[src/rtl/muldiv_unit.sv]
// Iterative RV32M/RV64M multiply/divide unit: shift-add multiply, restoring divide.
// Optional macro MULDIV_FAST_MUL_EN replaces the iterative multiply with a single-cycle multiplier.
module muldiv_unit #(
  parameter int XLEN = 32
) (
  input  logic            clk,
  input  logic            rst_n,
  input  logic            start,
  input  logic [1:0]      alu_op,
  input  logic [6:0]      func7,
  input  logic [2:0]      func3,
  input  logic [XLEN-1:0] rs1,
  input  logic [XLEN-1:0] rs2,
  input  logic            flush,
  output logic            busy,
  output logic            done,
  output logic [XLEN-1:0] result
);

  typedef enum logic [1:0] {IDLE, CALC, FIN} state_t;

  localparam int CW = $clog2(XLEN);
  localparam logic [CW-1:0]   LAST_CNT = CW'(XLEN - 1);
  localparam logic [XLEN-1:0] MOST_NEG = {1'b1, {(XLEN-1){1'b0}}};

  state_t              state_q, state_d;
  logic [CW-1:0]       cnt_q, cnt_d;
  logic [2*XLEN-1:0]   acc_q, acc_d;
  logic [XLEN-1:0]     opnd_q, opnd_d;
  logic [2:0]          op_q, op_d;
  logic                neg_q, neg_d;
  logic                special_q, special_d;
  logic [XLEN-1:0]     result_q, result_d;

  logic                accept, is_div, sgn_a, sgn_b, special;
  logic [XLEN-1:0]     mag_a, mag_b, spec_res, fin_res;
  logic [XLEN:0]       mul_sum, rem_sh, diff;
  logic [2*XLEN-1:0]   mul_next, div_next, prod;

`ifdef MULDIV_FAST_MUL_EN
  logic [2*XLEN-1:0]   fast_prod;
  assign fast_prod = {{XLEN{sgn_a}}, rs1} * {{XLEN{sgn_b}}, rs2};
`endif

  // Decode of the accept request: operand signs, magnitudes and the no-iteration cases.
  always_comb begin
    accept   = (state_q == IDLE) && start && (alu_op == 2'b10) && (func7 == 7'b0000001) && !flush;
    is_div   = func3[2];
    sgn_a    = rs1[XLEN-1] & ((func3 == 3'd1) | (func3 == 3'd2) | (func3 == 3'd4) | (func3 == 3'd6));
    sgn_b    = rs2[XLEN-1] & ((func3 == 3'd1) | (func3 == 3'd4) | (func3 == 3'd6));
    mag_a    = sgn_a ? -rs1 : rs1;
    mag_b    = sgn_b ? -rs2 : rs2;
    special  = 1'b0;
    spec_res = '0;
    if (is_div && (rs2 == '0)) begin
      special  = 1'b1;
      spec_res = func3[1] ? rs1 : '1;
    end else if (is_div && !func3[0] && (rs1 == MOST_NEG) && (rs2 == '1)) begin
      special  = 1'b1;
      spec_res = func3[1] ? '0 : rs1;
    end
`ifdef MULDIV_FAST_MUL_EN
    if (!is_div) begin
      special  = 1'b1;
      spec_res = (func3 == 3'd0) ? fast_prod[XLEN-1:0] : fast_prod[2*XLEN-1:XLEN];
    end
`else
`endif
  end

  // One iteration step: multiplier sits in the low half, divisor/multiplicand in opnd_q.
  always_comb begin
    mul_sum  = {1'b0, acc_q[2*XLEN-1:XLEN]} + (acc_q[0] ? {1'b0, opnd_q} : '0);
    mul_next = {mul_sum, acc_q[XLEN-1:1]};
    rem_sh   = acc_q[2*XLEN-1:XLEN-1];
    diff     = rem_sh - {1'b0, opnd_q};
    div_next = diff[XLEN] ? {acc_q[2*XLEN-2:0], 1'b0}
                          : {diff[XLEN-1:0], acc_q[XLEN-2:0], 1'b1};
  end

  always_comb begin
    prod    = neg_q ? -acc_q : acc_q;
    fin_res = '0;
    if (special_q)
      fin_res = acc_q[XLEN-1:0];
    else if (!op_q[2])
      fin_res = (op_q == 3'd0) ? prod[XLEN-1:0] : prod[2*XLEN-1:XLEN];
    else if (op_q[1])
      fin_res = neg_q ? -acc_q[2*XLEN-1:XLEN] : acc_q[2*XLEN-1:XLEN];
    else
      fin_res = neg_q ? -acc_q[XLEN-1:0] : acc_q[XLEN-1:0];
  end

  always_comb begin
    state_d   = state_q;
    cnt_d     = cnt_q;
    acc_d     = acc_q;
    opnd_d    = opnd_q;
    op_d      = op_q;
    neg_d     = neg_q;
    special_d = special_q;
    result_d  = result_q;
    case (state_q)
      IDLE: if (accept) begin
        op_d      = func3;
        cnt_d     = '0;
        special_d = special;
        neg_d     = (func3[2] && func3[1]) ? sgn_a : (sgn_a ^ sgn_b);
        opnd_d    = is_div ? mag_b : mag_a;
        acc_d     = special ? {{XLEN{1'b0}}, spec_res} : {{XLEN{1'b0}}, is_div ? mag_a : mag_b};
        state_d   = special ? FIN : CALC;
      end
      CALC: if (flush) begin
        state_d = IDLE;
      end else begin
        acc_d = op_q[2] ? div_next : mul_next;
        cnt_d = cnt_q + 1'b1;
        if (cnt_q == LAST_CNT) state_d = FIN;
      end
      FIN: begin
        result_d = fin_res;
        state_d  = IDLE;
      end
      default: state_d = IDLE;
    endcase
  end

  always_ff @(posedge clk or negedge rst_n) begin
    if (!rst_n) begin
      state_q   <= IDLE;
      cnt_q     <= '0;
      acc_q     <= '0;
      opnd_q    <= '0;
      op_q      <= '0;
      neg_q     <= 1'b0;
      special_q <= 1'b0;
      result_q  <= '0;
    end else begin
      state_q   <= state_d;
      cnt_q     <= cnt_d;
      acc_q     <= acc_d;
      opnd_q    <= opnd_d;
      op_q      <= op_d;
      neg_q     <= neg_d;
      special_q <= special_d;
      result_q  <= result_d;
    end
  end

  // The result is driven combinationally in FIN so it is valid alongside done.
  assign busy   = (state_q != IDLE);
  assign done   = (state_q == FIN);
  assign result = done ? fin_res : result_q;

endmodule

[config.mk]
export PLATFORM = sky130hd
export DESIGN_NAME = muldiv_unit
export DESIGN_NICKNAME = d
export VERILOG_FILES = /design/src/rtl/muldiv_unit.sv
export SDC_FILE = /design/constraint.sdc
export NUM_CORES = 1
export LEC_CHECK = 0
export CAP_MARGIN = 20
export CORE_MARGIN = 5
export CORE_UTILIZATION = 62
export CTS_BUF_LIST = sky130_fd_sc_hd__clkbuf_4
export CTS_CLUSTER_DIAMETER = 100
export DETAILED_ROUTE_END_ITERATION = 6
export PLACE_DENSITY = 0.82
export SYNTH_ARGS = -nofsm -noshare
export SYNTH_HDL_FRONTEND = slang
export SYNTH_SLANG_ARGS = --single-unit
[constraint.sdc]
create_clock -name clk -period 4.2 [get_ports clk]
set_clock_uncertainty 0.15 [all_clocks]
set_input_delay 0.63 -clock clk [delete_from_list [all_inputs] [get_ports clk]]
set_output_delay 0.63 -clock clk [all_outputs]
set_load 0.02 [all_outputs]
# Word-level counts from Yosys, hierarchy flattened

Cells that the tools add are included.

Register bits: 140
Word-level logic and storage cells: 91
Output and inout bits: 34

Bitwise operators: 8
Add/subtract/negate cells: 8
Equal/unequal tests: 14
Muxes and demuxes: 34
Reductions and logical operators: 19

Operator list:

| operator                                                        | number |
|---|---|
| 32-bit 2-to-1 mux                                               | 17 |
| 64-bit 2-to-1 mux                                               | 5 |
| 32-bit negator                                                  | 4 |
| 64-bit one-hot mux with 2 select lines                          | 1 |
| 32-bit == test, second input constant                           | 2 |
| 64-bit negator                                                  | 1 |
| 32-bit by 32-bit adder with 33-bit output                       | 1 |
| 33-bit by 32-bit subtractor with 33-bit output                  | 1 |
| 32-bit logical NOT                                              | 1 |
| 5-bit 2-to-1 mux                                                | 2 |
| 5-bit one-hot mux with 2 select lines                           | 1 |
| 1-bit logical AND                                               | 9 |
| 2-bit 2-to-1 mux                                                | 4 |
| 7-bit by 1-bit == test with 1-bit output, second input constant | 1 |
| 3-bit == test, second input constant                            | 2 |
| 5-bit by 1-bit adder with 5-bit output, second input constant   | 1 |
| 5-bit == test, second input constant                            | 1 |
| 1-bit bitwise OR                                                | 5 |
| 2-bit == test, second input constant                            | 2 |
| 2-bit != test, second input constant                            | 2 |
| 2-bit one-hot mux with 2 select lines                           | 1 |
| 2-bit AND reduction                                             | 2 |
| 2-bit nonzero test                                              | 2 |
| 3-bit by 1-bit == test with 1-bit output, second input constant | 1 |
| other kinds (10)                                                | 14 |

# Logic depth before layout (Yosys ltp)

Gate-level depths: netlist (run 1).

Depth in word-level cells: 10
Mapped depth: 14

# Worst setup path before layout (run 1)

Ideal clock, no wire load.

Path type: reg-to-output
Start point: register acc_q[0]
End point: output result[30]
Arrival: 3,041 ps
Cell stages (with the launch flop): 13
Data required time: 3,420 ps
Buffers on the path: 1
Slack: 379 ps
Cells stage by stage: dfrtp_1 > clkinv_1 > clkbuf_1 > ha_1 > nand2b_1 > or4_4 > o41a_1 > or2_1 > a21oi_2 > nand2_1 > xor2_1 > a21oi_1 > a21oi_1

Cells in the longest elaborated chain, start to end: 6

Ends and longest elaborated chain:

| what                                                          | line   | text |
|---|---|---|
| from (decl)                                                   | 28     | `logic [2*XLEN-1:0] acc_q, acc_d;` |
| from (signal assigned)                                        | 132    | `acc_q <= '0;` |
| from (signal assigned)                                        | 141    | `acc_q <= acc_d;` |
| 64-bit negator / 32-bit negator (equally long branches)       | 82, 91 |  |
| 64-bit 2-to-1 mux / 32-bit 2-to-1 mux (equally long branches) | 82, 91 |  |
| 32-bit 2-to-1 mux (on tied branches)                          | 87, 88 |  |
| 32-bit 2-to-1 mux *                                           | 86     | `else if (!op_q[2])` |
| 32-bit 2-to-1 mux *                                           | 84     | `if (special_q)` |
| 32-bit 2-to-1 mux *                                           | 153    | `assign result = done ? fin_res : result_q;` |
| to (decl)                                                     | 17     | `output logic [XLEN-1:0] result` |

Every way passes the cells marked *; elsewhere a longest branch is shown, timed or not.

# Worst setup path after layout (run 1)

Start point: register acc_q[4]
End point: output result[10]

The elaborated chain is that of the path after synthesis.

==> results of run 1 <==
[logic make-up after synthesis]
logic type / synth area share
fa+ha+maj: 0.0603
xor+xnor: 0.110
buf+inv: 0.0569
simple gates: 0.216
flops: 0.227
compound gates: 0.282
mux: 0.0482
[per-layer routing]
layer  global-route usage  vias to the layer above  wire length (µm)
met5                    0                        -                 0
met4                0.283                        0              5280
met3                0.106                      351              7460
met2                0.651                     1365             26800
met1                0.534                     8360             22900
li1                     -                     7961                 -
[registers in the layout, summed over array words and instances (netlist names)]
signal     flops
special_q      1
opnd_q        32
neg_q          1
state_q        2
cnt_q          5
result_q      32
op_q           3
acc_q         64
[area by class of cell]
class	instances	area, µm²
multi-input cells	1706	11500
fillers	1874	5700
flip-flops and latches	140	3510
repair buffers	334	2790
well taps	324	405
inverters	67	251
clock inverters	15	151
clock buffers	17	128
diodes	1	2.50
[critical path, delay by kind of cell, from the launching register on]
kind | cells | cell delay [ns]
and+or+nand+nor | 6 | 1.94
AOI/OAI and AO/OA | 2 | 0.41
DFF | 1 | 0.41
buffers and inverters | 1 | 0.16
xor gates and xnor gates | 1 | 0.15
[Yosys cell counts (13+ instances only)]
master / number / share of area
clkbuf_1: 138 / 0.034
nor2_1: 172 / 0.042
a21o_1: 35 / 0.017
a221oi_1: 17 / 0.0097
a21oi_1: 175 / 0.057
o21ai_1: 37 / 0.012
dfrtp_1: 140 / 0.23
nand4_1: 29 / 0.012
or3_1: 25 / 0.010
o21ai_0: 185 / 0.060
nand2_1: 215 / 0.052
ha_1: 71 / 0.058
o211ai_1: 26 / 0.013
inv_1: 64 / 0.016
nor4_1: 15 / 0.0061
nor3_1: 39 / 0.013
nand2b_1: 19 / 0.0077
a211oi_1: 17 / 0.0083
a31oi_1: 21 / 0.0085
o31ai_1: 30 / 0.015
xnor2_1: 107 / 0.061
mux2i_1: 64 / 0.042
xor2_1: 82 / 0.047
a22oi_1: 13 / 0.0063
nand3_1: 70 / 0.023
or4_1: 16 / 0.0078
o41ai_1: 13 / 0.0074
[worst min path at each step]
| stage | startpoint | end | slack [ns] | cells after the start |
|---|---|---|---|---|
| finish | opnd_q[3] | opnd_q[3] | 0.35 | 2 |
| global route | opnd_q[13] | opnd_q[13] | 0.36 | 2 |
| floorplan | rst_n | acc_q[0] | 0.18 | 0 |
| detailed placement | opnd_q[13] | opnd_q[13] | 0.32 | 2 |
| global placement | opnd_q[6] | opnd_q[6] | 0.31 | 2 |
| CTS | opnd_q[3] | opnd_q[3] | 0.35 | 2 |
[metrics by stage]
step                       util  hold slack (ns)  setup slack, ns  cell area [µm²]  total power [µW]
final                     0.766            0.350           -0.227            18700              3330
after global routing      0.766            0.362           -0.327            18700              3440
after CTS                 0.752            0.352           -0.247            18400              3270
after detailed placement  0.726            0.323           -0.102            17700              2320
after global placement    0.726            0.313          -0.0472            17700              2310
after floorplan               -            0.184            0.379            15400              1900
[power breakdown]
group	leakage (µW)	switching (µW)	internal, µW	total, µW
Sequential	0.00190	26.4	1370	1400
Combinational	0.00652	596	387	983
Clock	0.000150	634	315	949
[what timing repair did]
action | CTS | global route
hold buffers | 1 | 0
pin swaps | 34 | 37
endpoints found under the hold margin | 23 | 0
setup endpoints to repair | 32 | 40
gates resized for setup | 174 | 92
setup buffers | 29 | 12
==> tab_implementation.tex, run 1 <==
\begin{tabular}{lr}
\hline
Metric & Value \\
\hline
\multicolumn{2}{l}{\textbf{Place}} \\
\quad Last weighted congestion value of the routability-driven placer & 1.07 \\
\quad Cell total after placement & 2,530 \\
\quad IO buf count & 113 \\
\quad Post-DP HPWL & 47.3 mm \\
\multicolumn{2}{l}{\textbf{Layout}} \\
\quad Finished Layout Cells & 2,604 \\
\quad Share of post-route cells with drive strength above 1 & 0.180 \\
\quad Top library cells by usage in the layout, fill and taps aside & buf\_4 (222), nand2\_1 (212), o21ai\_0 (170), a21oi\_1 (170), nor2\_1 (169) \\
\quad Most common cell after layout, fill and taps aside & buf\_4 \\
\quad Nets & 2,419 \\
\quad Syn-to-layout area delta & 21.3\% \\
\multicolumn{2}{l}{\textbf{Route}} \\
\quad Final routed wirelength across all metal layers & 62.4 mm \\
\quad Antenna-violating nets left & 0 \\
\quad DRC violation count after routing & 3 \\
\quad Average vias per placed instance & 6.93 \\
\quad Drt initial violations & 2,715 \\
\quad Length of the first detailed-routing pass in iterations & 7 \\
\quad Total via count in the routed design & 18,000 \\
\quad Post-DR wirelength/cell & 24.0 µm \\
\multicolumn{2}{l}{\textbf{Power and ir drop}} \\
\quad Power per cell area & 178 mW/mm² \\
\quad Worst IR Drop VDD & 0.165 mV \\
\quad Static Leak & 0.00857 µW \\
\multicolumn{2}{l}{\textbf{Setup path}} \\
\quad Class of the most critical setup path & reg -> out \\
\quad Required time worst endpoint & 3.42 ns \\
\quad Crit-path most repeated cell & or4\_4 \\
\quad Sequence of cells on the critical path & or3\_4, or4\_4, nand3b\_1, or4\_4, o21ai\_4, nand2\_1, xor2\_1, o21ai\_1, nand3\_1, buf\_6 \\
\quad Internal reg-to-reg setup slack & -0.10 ns \\
\quad Worst R2R End & result\_q[12] \\
\quad Crit-path slowest cell & or4\_4 \\
\quad Crit path arrival time & 3.65 ns \\
\quad R2r worst-path depth & 20 \\
\quad Reg-to-Reg Start & acc\_q[4] \\
\quad Worst setup endpoint & result[10] \\
\quad Crit start category & flop \\
\quad Category of the worst setup path capture point & primary output \\
\quad Largest fanout of any net on the critical path & 4 \\
\quad Crit. Startpoint & acc\_q[4] \\
\quad Delay of the slowest cell on the worst path & 0.52 ns \\
\multicolumn{2}{l}{\textbf{Yosys}} \\
\quad Unique cell type count in the Yosys netlist & 91 \\
\quad Cell area after technology mapping & 0.0154 mm² \\
\quad Post-synthesis async set-or-reset flop share & 1.00 \\
\quad Gate count after technology mapping & 2,072 \\
\quad Most frequently used flop master after synthesis & dfrtp\_1 \\
\quad Seq cells post-synth & 140 \\
\quad Mean Syn Cell Area & 7.44 µm² \\
\quad Synthesized netlist net count & 2,225 \\
\quad Yosys warnings & 0 \\
\quad Post-synth EDFFs & 0 \\
\quad Register area share after synthesis & 0.227 \\
\multicolumn{2}{l}{\textbf{Min path}} \\
\quad Worst hold path type & reg -> reg \\
\multicolumn{2}{l}{\textbf{Global route}} \\
\quad Number of global-route vias before repair & 17,000 \\
\quad Global-route total usage across every layer & 0.426 \\
\quad Global-route wire length before repair & 95.1 mm \\
\quad Number of antenna violations at the first check in global routing & 1 \\
\quad GRT Residual Overflow & 0 \\
\quad Largest net degree at the start of global routing & 104 \\
\multicolumn{2}{l}{\textbf{Clocking}} \\
\quad Clk slew on worst S/H paths & 0.13 ns \\
\quad Worst-skew pair later-pin latency & 0.62 ns \\
\quad Root buffer cell & clkbuf\_4 \\
\quad Buffers from clock root to sink, at most & 2 \\
\quad Number of CTS-inserted buffers & 17 \\
\quad Clock tree from TritonCTS & done \\
\quad Count of clock tree sinks & 140 \\
\quad CTS H-tree lvls & 4 \\
\multicolumn{2}{l}{\textbf{Floorplanning}} \\
\quad I/O pin cnt & 114 \\
\quad Horizontal die dimension & 168 µm \\
\quad Die area & 0.0281 mm² \\
\quad Overall die height & 168 µm \\
\quad Initial standard-cell utilization of the core & 0.632 \\
\quad Area of the core & 0.0244 mm² \\
\quad Row count & 57 \\
\multicolumn{2}{l}{\textbf{Timing}} \\
\quad Final hold viol count & 0 \\
\quad Setup violations, final & 17 \\
\quad Setup repair after global routing missed its margin & true \\
\quad Highest attainable clock frequency & 0.226 GHz \\
\quad Final worst path period need & 4.43 ns \\
\quad Final worst setup slack & -0.227 ns \\
\quad Number of slew-limit violations in the final report & 0 \\
\quad Transition time of the tightest slew-check pin & 0.970 ns \\
\quad Sum of negative setup slack & -2.15 ns \\
\quad Final period utilization & 1.05 \\
\quad Remaining max-slew budget at the tightest pin & 0.353 \\
\multicolumn{2}{l}{\textbf{Job}} \\
\quad Max cap viols & 0 \\
\multicolumn{2}{l}{\textbf{Outcome}} \\
\quad Status & finished with violations \\
\quad Violated checks & DRC, setup timing \\
\hline
\end{tabular}
Note: power is estimated with default switching activity, not from simulation.
==> run 2: changes to the inputs <==
- PLACE_DENSITY: 0.82 -> 0.92
==> run 2 against run 1 <==
  * The run still ends with DRC, setup timing left
  * Flip-flop and latch count stayed put
  * Worst setup slack worse by 0.14 ns
  * Maximum frequency is 3.0% lower
  * Wire length is 1.7% higher
  * Critical path depth is 12 higher
  * Total power is 1.2% higher
  * Largest cell class unchanged
  * Largest power group unchanged
==> tab_implementation.tex, run 2 (synthesis gave the netlist of run 1 again) <==
\begin{tabular}{lr}
\hline
Metric & Value \\
\hline
\multicolumn{2}{l}{\textbf{Route}} \\
\quad Antenna-violating nets left & 0 \\
\quad DRC violation count after routing & 27 \\
\quad Total via count in the routed design & 18,100 \\
\quad Final routed wirelength across all metal layers & 63.5 mm \\
\quad Length of the first detailed-routing pass in iterations & 7 \\
\quad Post-DR wirelength/cell & 24.4 µm \\
\quad Average vias per placed instance & 6.95 \\
\quad Drt initial violations & 2,857 \\
\multicolumn{2}{l}{\textbf{Place}} \\
\quad Post-DP HPWL & 47.5 mm \\
\quad Last weighted congestion value of the routability-driven placer & 1.07 \\
\quad IO buf count & 113 \\
\quad Cell total after placement & 2,525 \\
\multicolumn{2}{l}{\textbf{Setup path}} \\
\quad Required time worst endpoint & 4.56 ns \\
\quad Largest fanout of any net on the critical path & 3 \\
\quad Category of the worst setup path capture point & flop \\
\quad Crit start category & flop \\
\quad Class of the most critical setup path & reg -> reg \\
\quad Crit path arrival time & 4.92 ns \\
\multicolumn{2}{l}{\textbf{Floorplanning}} \\
\quad Row count & 57 \\
\quad Die area & 0.0281 mm² \\
\quad I/O pin cnt & 114 \\
\quad Area of the core & 0.0244 mm² \\
\quad Horizontal die dimension & 168 µm \\
\quad Initial standard-cell utilization of the core & 0.632 \\
\quad Overall die height & 168 µm \\
\multicolumn{2}{l}{\textbf{Clocking}} \\
\quad Worst-skew pair later-pin latency & 0.62 ns \\
\quad Buffers from clock root to sink, at most & 2 \\
\quad Number of CTS-inserted buffers & 17 \\
\quad CTS H-tree lvls & 4 \\
\quad Root buffer cell & clkbuf\_4 \\
\quad Clock tree from TritonCTS & done \\
\quad Count of clock tree sinks & 140 \\
\quad Clk slew on worst S/H paths & 0.16 ns \\
\multicolumn{2}{l}{\textbf{Timing}} \\
\quad Number of slew-limit violations in the final report & 0 \\
\quad Post-Route Hold Slack & 0.351 ns \\
\quad Final worst setup slack & -0.362 ns \\
\quad Highest attainable clock frequency & 0.219 GHz \\
\quad Final period utilization & 1.09 \\
\quad Final hold viol count & 0 \\
\quad Setup repair after global routing missed its margin & true \\
\quad Remaining max-slew budget at the tightest pin & 0.221 \\
\quad Transition time of the tightest slew-check pin & 1.17 ns \\
\quad Final worst path period need & 4.56 ns \\
\quad Setup violations, final & 30 \\
\multicolumn{2}{l}{\textbf{Outcome}} \\
\quad Violated checks & DRC, setup timing \\
\quad Status & finished with violations \\
\multicolumn{2}{l}{\textbf{Min path}} \\
\quad Worst hold path type & reg -> reg \\
\multicolumn{2}{l}{\textbf{Layout}} \\
\quad Nets & 2,419 \\
\quad Most common cell after layout, fill and taps aside & buf\_4 \\
\quad Top library cells by usage in the layout, fill and taps aside & buf\_4 (219), nand2\_1 (208), nor2\_1 (168) \\
\quad Biggest register & acc\_q \\
\quad Flip-flop count of the largest register, all copies and words added & 64 \\
\quad Share of post-route cells with drive strength above 1 & 0.194 \\
\quad Syn-to-layout area delta & 22.7\% \\
\quad Largest regs & acc\_q x64, opnd\_q x32, result\_q x32 \\
\quad Finished Layout Cells & 2,604 \\
\multicolumn{2}{l}{\textbf{Power and ir drop}} \\
\quad Static Leak & 0.00860 µW \\
\quad Worst IR Drop VDD & 0.168 mV \\
\quad Total power of the final layout & 3370 µW \\
\quad Power per cell area & 178 mW/mm² \\
\multicolumn{2}{l}{\textbf{Global route}} \\
\quad Number of antenna violations at the first check in global routing & 2 \\
\quad Global-route wire length before repair & 97.0 mm \\
\quad Global-route total usage across every layer & 0.435 \\
\quad GRT Residual Overflow & 0 \\
\quad Largest net degree at the start of global routing & 86 \\
\quad Number of global-route vias before repair & 17,200 \\
\multicolumn{2}{l}{\textbf{Job}} \\
\quad Max cap viols & 0 \\
\hline
\end{tabular}
-- run 2: cell count changes in the layout (fill, tap and decap cells not counted), sizes merged --
cell and change:
inv -1, diode +1, dlygate4sd2 -1, clkbuf -1, clkinv -1, buf +3, clkdlybuf4s15 -1, clkinvlp +1
-- run 2: metal layers --
metal | share of wire | track usage
met1 | 0.36 | 0.531
met2 | 0.44 | 0.672
met3 | 0.12 | 0.109
met4 | 0.088 | 0.307
met5 | 0 | 0
-- run 2: repair_timing --
action / in CTS / in global routing
resized for setup: 208 / 115
hold buffers: 1 / 0
setup buffers: 28 / 22
setup endpoints to repair: 32 / 50
hold endpoints to repair: 72 / 0
pin swaps: 24 / 50
-- run 2: worst max-delay path, cell delays in order, from the launching register on --
cell	delay, ns
dfrtp_1	0.41
or3_4	0.42
or4_4	0.56
buf_6	0.14
o41a_1	0.40
or2_1	0.27
a21oi_2	0.13
buf_4	0.14
nand2_2	0.05
xor2_1	0.16
o21ai_1	0.12
nand3_1	0.14
buf_4	0.16
buf_4	0.12
buf_4	0.13
buf_4	0.12
buf_4	0.12
buf_4	0.12
buf_4	0.12
buf_4	0.12
buf_4	0.12
buf_4	0.12
buf_4	0.12
-- run 2: area by class of cell --
class | count | area (µm²)
clock inverter | 14 | 149
clock buffer | 17 | 128
tap | 324 | 405
inverter | 67 | 251
multi-input combinational | 1706 | 11600
timing repair buffer | 334 | 2850
antenna | 2 | 5.00
sequential | 140 | 3510
fill | 1805 | 5490
-- run 2: report_power, final --
group	leakage [µW]	internal [µW]	switching [µW]	total, µW
combinational	0.00655	404	629	1030
sequential	0.00190	1370	24.4	1400
clock	0.000146	313	627	940
total	0.00860	2090	1280	3370
-- run 2: path summary, 6_finish.rpt --
kind / to / cells after the start / start / slack (ns)
setup / recovery: result_q[14] / 22 / acc_q[6] / -0.36
hold / removal: opnd_q[4] / 2 / opnd_q[4] / 0.35
setup reg to reg: result_q[14] / 22 / acc_q[6] / -0.36
hold reg to reg: opnd_q[4] / 2 / opnd_q[4] / 0.35
max in group asynchronous: state_q[0] / 3 / rst_n / 2.54
min in group asynchronous: opnd_q[9] / 2 / rst_n / 0.48
-- run 2: per-stage QoR --
| step | util | setup TNS, ns | worst slack [ns] | area, µm² |
|---|---|---|---|---|
| global placement | 0.725 | 0 | 0.00957 | 17700 |
| floorplan | - | 0 | 0.379 | 15400 |
| global route | 0.775 | -8.33 | -0.413 | 18900 |
| CTS | 0.752 | -1.57 | -0.172 | 18300 |
| finish | 0.775 | -5.70 | -0.362 | 18900 |
| detailed placement | 0.725 | -0.231 | -0.0596 | 17700 |
==> run 3: changes to the inputs <==
- clock period: 4.2 -> 4.7 ns (I/O delays scaled with it)
==> run 3 against run 2 <==
  * The run ends with setup timing left
  * Worst setup slack gained 0.35 ns
  * Clock power shrank 10%
  * Via count shrank 3.9%
  * Sequential share of layout area grew 1.3 points
  * Total power shrank 13%
  * Cell area shrank 6.7%
  * Critical path depth shrank 10
  * Utilization shrank 5.2 points
  * Non-clock buffer count shrank 102
  * Global-route usage shrank 1.7 points
  * Cell count shrank 3.9%
  * Critical path type is now reg -> out
  * Highest routed layer unchanged
==> tab_implementation.tex, run 3 (synthesis gave the netlist of run 1 again) <==
\begin{tabular}{lr}
\hline
Metric & Value \\
\hline
\multicolumn{2}{l}{\textbf{Timing}} \\
\quad Final period utilization & 1.00 \\
\quad Setup violations, final & 1 \\
\quad Transition time of the tightest slew-check pin & 1.01 ns \\
\quad Highest attainable clock frequency & 0.212 GHz \\
\quad Final worst setup slack & -0.00890 ns \\
\quad Setup repair after global routing missed its margin & true \\
\quad Number of slew-limit violations in the final report & 0 \\
\quad Remaining max-slew budget at the tightest pin & 0.327 \\
\quad Final hold viol count & 0 \\
\quad Final worst path period need & 4.71 ns \\
\quad Sum of negative setup slack & -0.00890 ns \\
\multicolumn{2}{l}{\textbf{Setup path}} \\
\quad Sequence of cells on the critical path & or3\_4, or4\_4, nand3b\_1, buf\_4, or2\_4, nand2\_1, buf\_4, nand2\_1, xor2\_1, o21ai\_0, nand3\_1, dlygate4sd2\_1 \\
\quad Class of the most critical setup path & reg -> out \\
\quad Worst R2R End & acc\_q[58] \\
\quad Delay of the slowest cell on the worst path & 0.58 ns \\
\quad Internal reg-to-reg setup slack & 0.46 ns \\
\quad Category of the worst setup path capture point & primary output \\
\quad Reg-to-Reg Start & acc\_q[36] \\
\quad Crit-path slowest cell & or4\_4 \\
\quad Crit start category & flop \\
\quad Largest fanout of any net on the critical path & 6 \\
\quad R2r worst-path depth & 11 \\
\quad Crit path arrival time & 3.85 ns \\
\quad Required time worst endpoint & 3.85 ns \\
\multicolumn{2}{l}{\textbf{Layout}} \\
\quad Final standard cell area without fillers & 0.0176 mm² \\
\quad Syn-to-layout area delta & 14.4\% \\
\quad Nets & 2,317 \\
\quad Largest regs & acc\_q x64, opnd\_q x32, result\_q x32 \\
\quad Flip-flop count of the largest register, all copies and words added & 64 \\
\quad Share of post-route cells with drive strength above 1 & 0.118 \\
\quad Final standard cell utilization of the core & 0.723 \\
\quad Top library cells by usage in the layout, fill and taps aside & nand2\_1 (215), o21ai\_0 (177), a21oi\_1 (171) \\
\quad Biggest register & acc\_q \\
\quad Most common cell after layout, fill and taps aside & nand2\_1 \\
\multicolumn{2}{l}{\textbf{Place}} \\
\quad Post-DP HPWL & 47.4 mm \\
\quad Pre-CTS setup slack & 0.194 ns \\
\quad Last weighted congestion value of the routability-driven placer & 1.05 \\
\quad Post-placement cell area & 0.0172 mm² \\
\quad IO buf count & 113 \\
\multicolumn{2}{l}{\textbf{Floorplanning}} \\
\quad Area of the core & 0.0244 mm² \\
\quad Die area & 0.0281 mm² \\
\quad Overall die height & 168 µm \\
\quad Row count & 57 \\
\quad I/O pin cnt & 114 \\
\quad Initial standard-cell utilization of the core & 0.632 \\
\quad Horizontal die dimension & 168 µm \\
\multicolumn{2}{l}{\textbf{Route}} \\
\quad Length of the first detailed-routing pass in iterations & 7 \\
\quad DRC violation count after routing & 0 \\
\quad Total via count in the routed design & 17,400 \\
\quad Average vias per placed instance & 6.95 \\
\quad Final routed wirelength across all metal layers & 61.3 mm \\
\quad Drt initial violations & 2,651 \\
\quad Post-DR wirelength/cell & 24.5 µm \\
\quad Antenna-violating nets left & 0 \\
\multicolumn{2}{l}{\textbf{Outcome}} \\
\quad Status & finished with violations \\
\quad Violated checks & setup timing \\
\multicolumn{2}{l}{\textbf{Global route}} \\
\quad Global-route total usage across every layer & 0.418 \\
\quad Global-route wire length before repair & 92.7 mm \\
\quad GRT Residual Overflow & 0 \\
\quad Largest net degree at the start of global routing & 73 \\
\quad Number of global-route vias before repair & 16,400 \\
\quad Number of antenna violations at the first check in global routing & 1 \\
\multicolumn{2}{l}{\textbf{Clocking}} \\
\quad CTS H-tree lvls & 4 \\
\quad Clock tree from TritonCTS & done \\
\quad Number of CTS-inserted buffers & 17 \\
\quad Root buffer cell & clkbuf\_4 \\
\quad Count of clock tree sinks & 140 \\
\quad Buffers from clock root to sink, at most & 2 \\
\quad Worst-skew pair later-pin latency & 0.63 ns \\
\quad Clk slew on worst S/H paths & 0.17 ns \\
\multicolumn{2}{l}{\textbf{Power and ir drop}} \\
\quad Total power of the final layout & 2940 µW \\
\quad Static Leak & 0.00803 µW \\
\quad Power per cell area & 166 mW/mm² \\
\quad Worst IR Drop VDD & 0.126 mV \\
\multicolumn{2}{l}{\textbf{Min path}} \\
\quad Worst hold path type & reg -> reg \\
\quad Startpoint of the worst hold path & result\_q[14] \\
\quad End point of the most critical hold path & result\_q[14] \\
\quad Cell depth of the worst min-delay path & 2 \\
\multicolumn{2}{l}{\textbf{Job}} \\
\quad Max cap viols & 0 \\
\hline
\end{tabular}
run 3: cell count changes in the layout (fill, tap and decap cells not counted), moves of 7 or more:
cell           change
o21ai_2           -11
o21ai_0           +14
buf_6             -24
dlygate4sd2_1     +14
nand2_1            +7
buf_4             -98
a21oi_2            -7
run 3: layout make-up:
type	instances	area, µm²
multi-input combinational	1706	11200
fill	1986	6760
sequential	140	3510
timing repair buffer	232	1960
tap	324	405
inverter	67	251
clock inverter	15	149
clock buffer	17	128
antenna	1	2.50
run 3: metrics by stage:
stage          hold slack [ns]  cells
2_1_floorplan            0.259   2072
3_3_place_gp             0.311   2462
3_5_place_dp             0.321   2462
4_1_cts                  0.333   2497
5_1_grt                  0.382   2502
6_report                 0.349   2502
run 3: worst max-delay path by stage:
stage | slack [ns] | to | cells after the start | from
2_1_floorplan | 0.80 | result[30] | 12 | acc_q[0]
3_3_place_gp | 0.26 | result[8] | 12 | acc_q[11]
3_5_place_dp | 0.19 | result[16] | 12 | acc_q[32]
4_1_cts | 0.003 | result[8] | 12 | acc_q[5]
5_1_grt | -0.07 | result[10] | 10 | acc_q[6]
6_report | -0.009 | result[16] | 12 | acc_q[8]
run 3: where the power goes:
part / leakage [µW] / switching (µW) / total (µW) / internal (µW)
Clock: 0.000152 / 600 / 842 / 242
Combinational: 0.00597 / 519 / 834 / 315
Sequential: 0.00190 / 30.7 / 1260 / 1230
Total: 0.00803 / 1150 / 2940 / 1780
run 3: per-layer routing:
layer | routed length (µm) | GRT usage
met5 | 0 | 0
met3 | 6860 | 0.101
met2 | 26500 | 0.648
met1 | 22800 | 0.517
met4 | 5080 | 0.282
run 3: what timing repair did:
item | in CTS | in global routing
setup buffers | 2 | 4
setup endpoints to repair | 32 | 29
pin swaps | 2 | 11
hold buffers | 1 | 0
hold endpoints to repair | 47 | 0
gates resized for setup | 70 | 57
run 3: critical path: cells and delay by family, from the launching register on:
family,cells,cell delay (ns)
and+or+nand+nor,7,1.72
buffers and inverters,3,0.66
DFF,1,0.48
AOI/OAI and AO/OA,1,0.23
xor gates and xnor gates,1,0.14
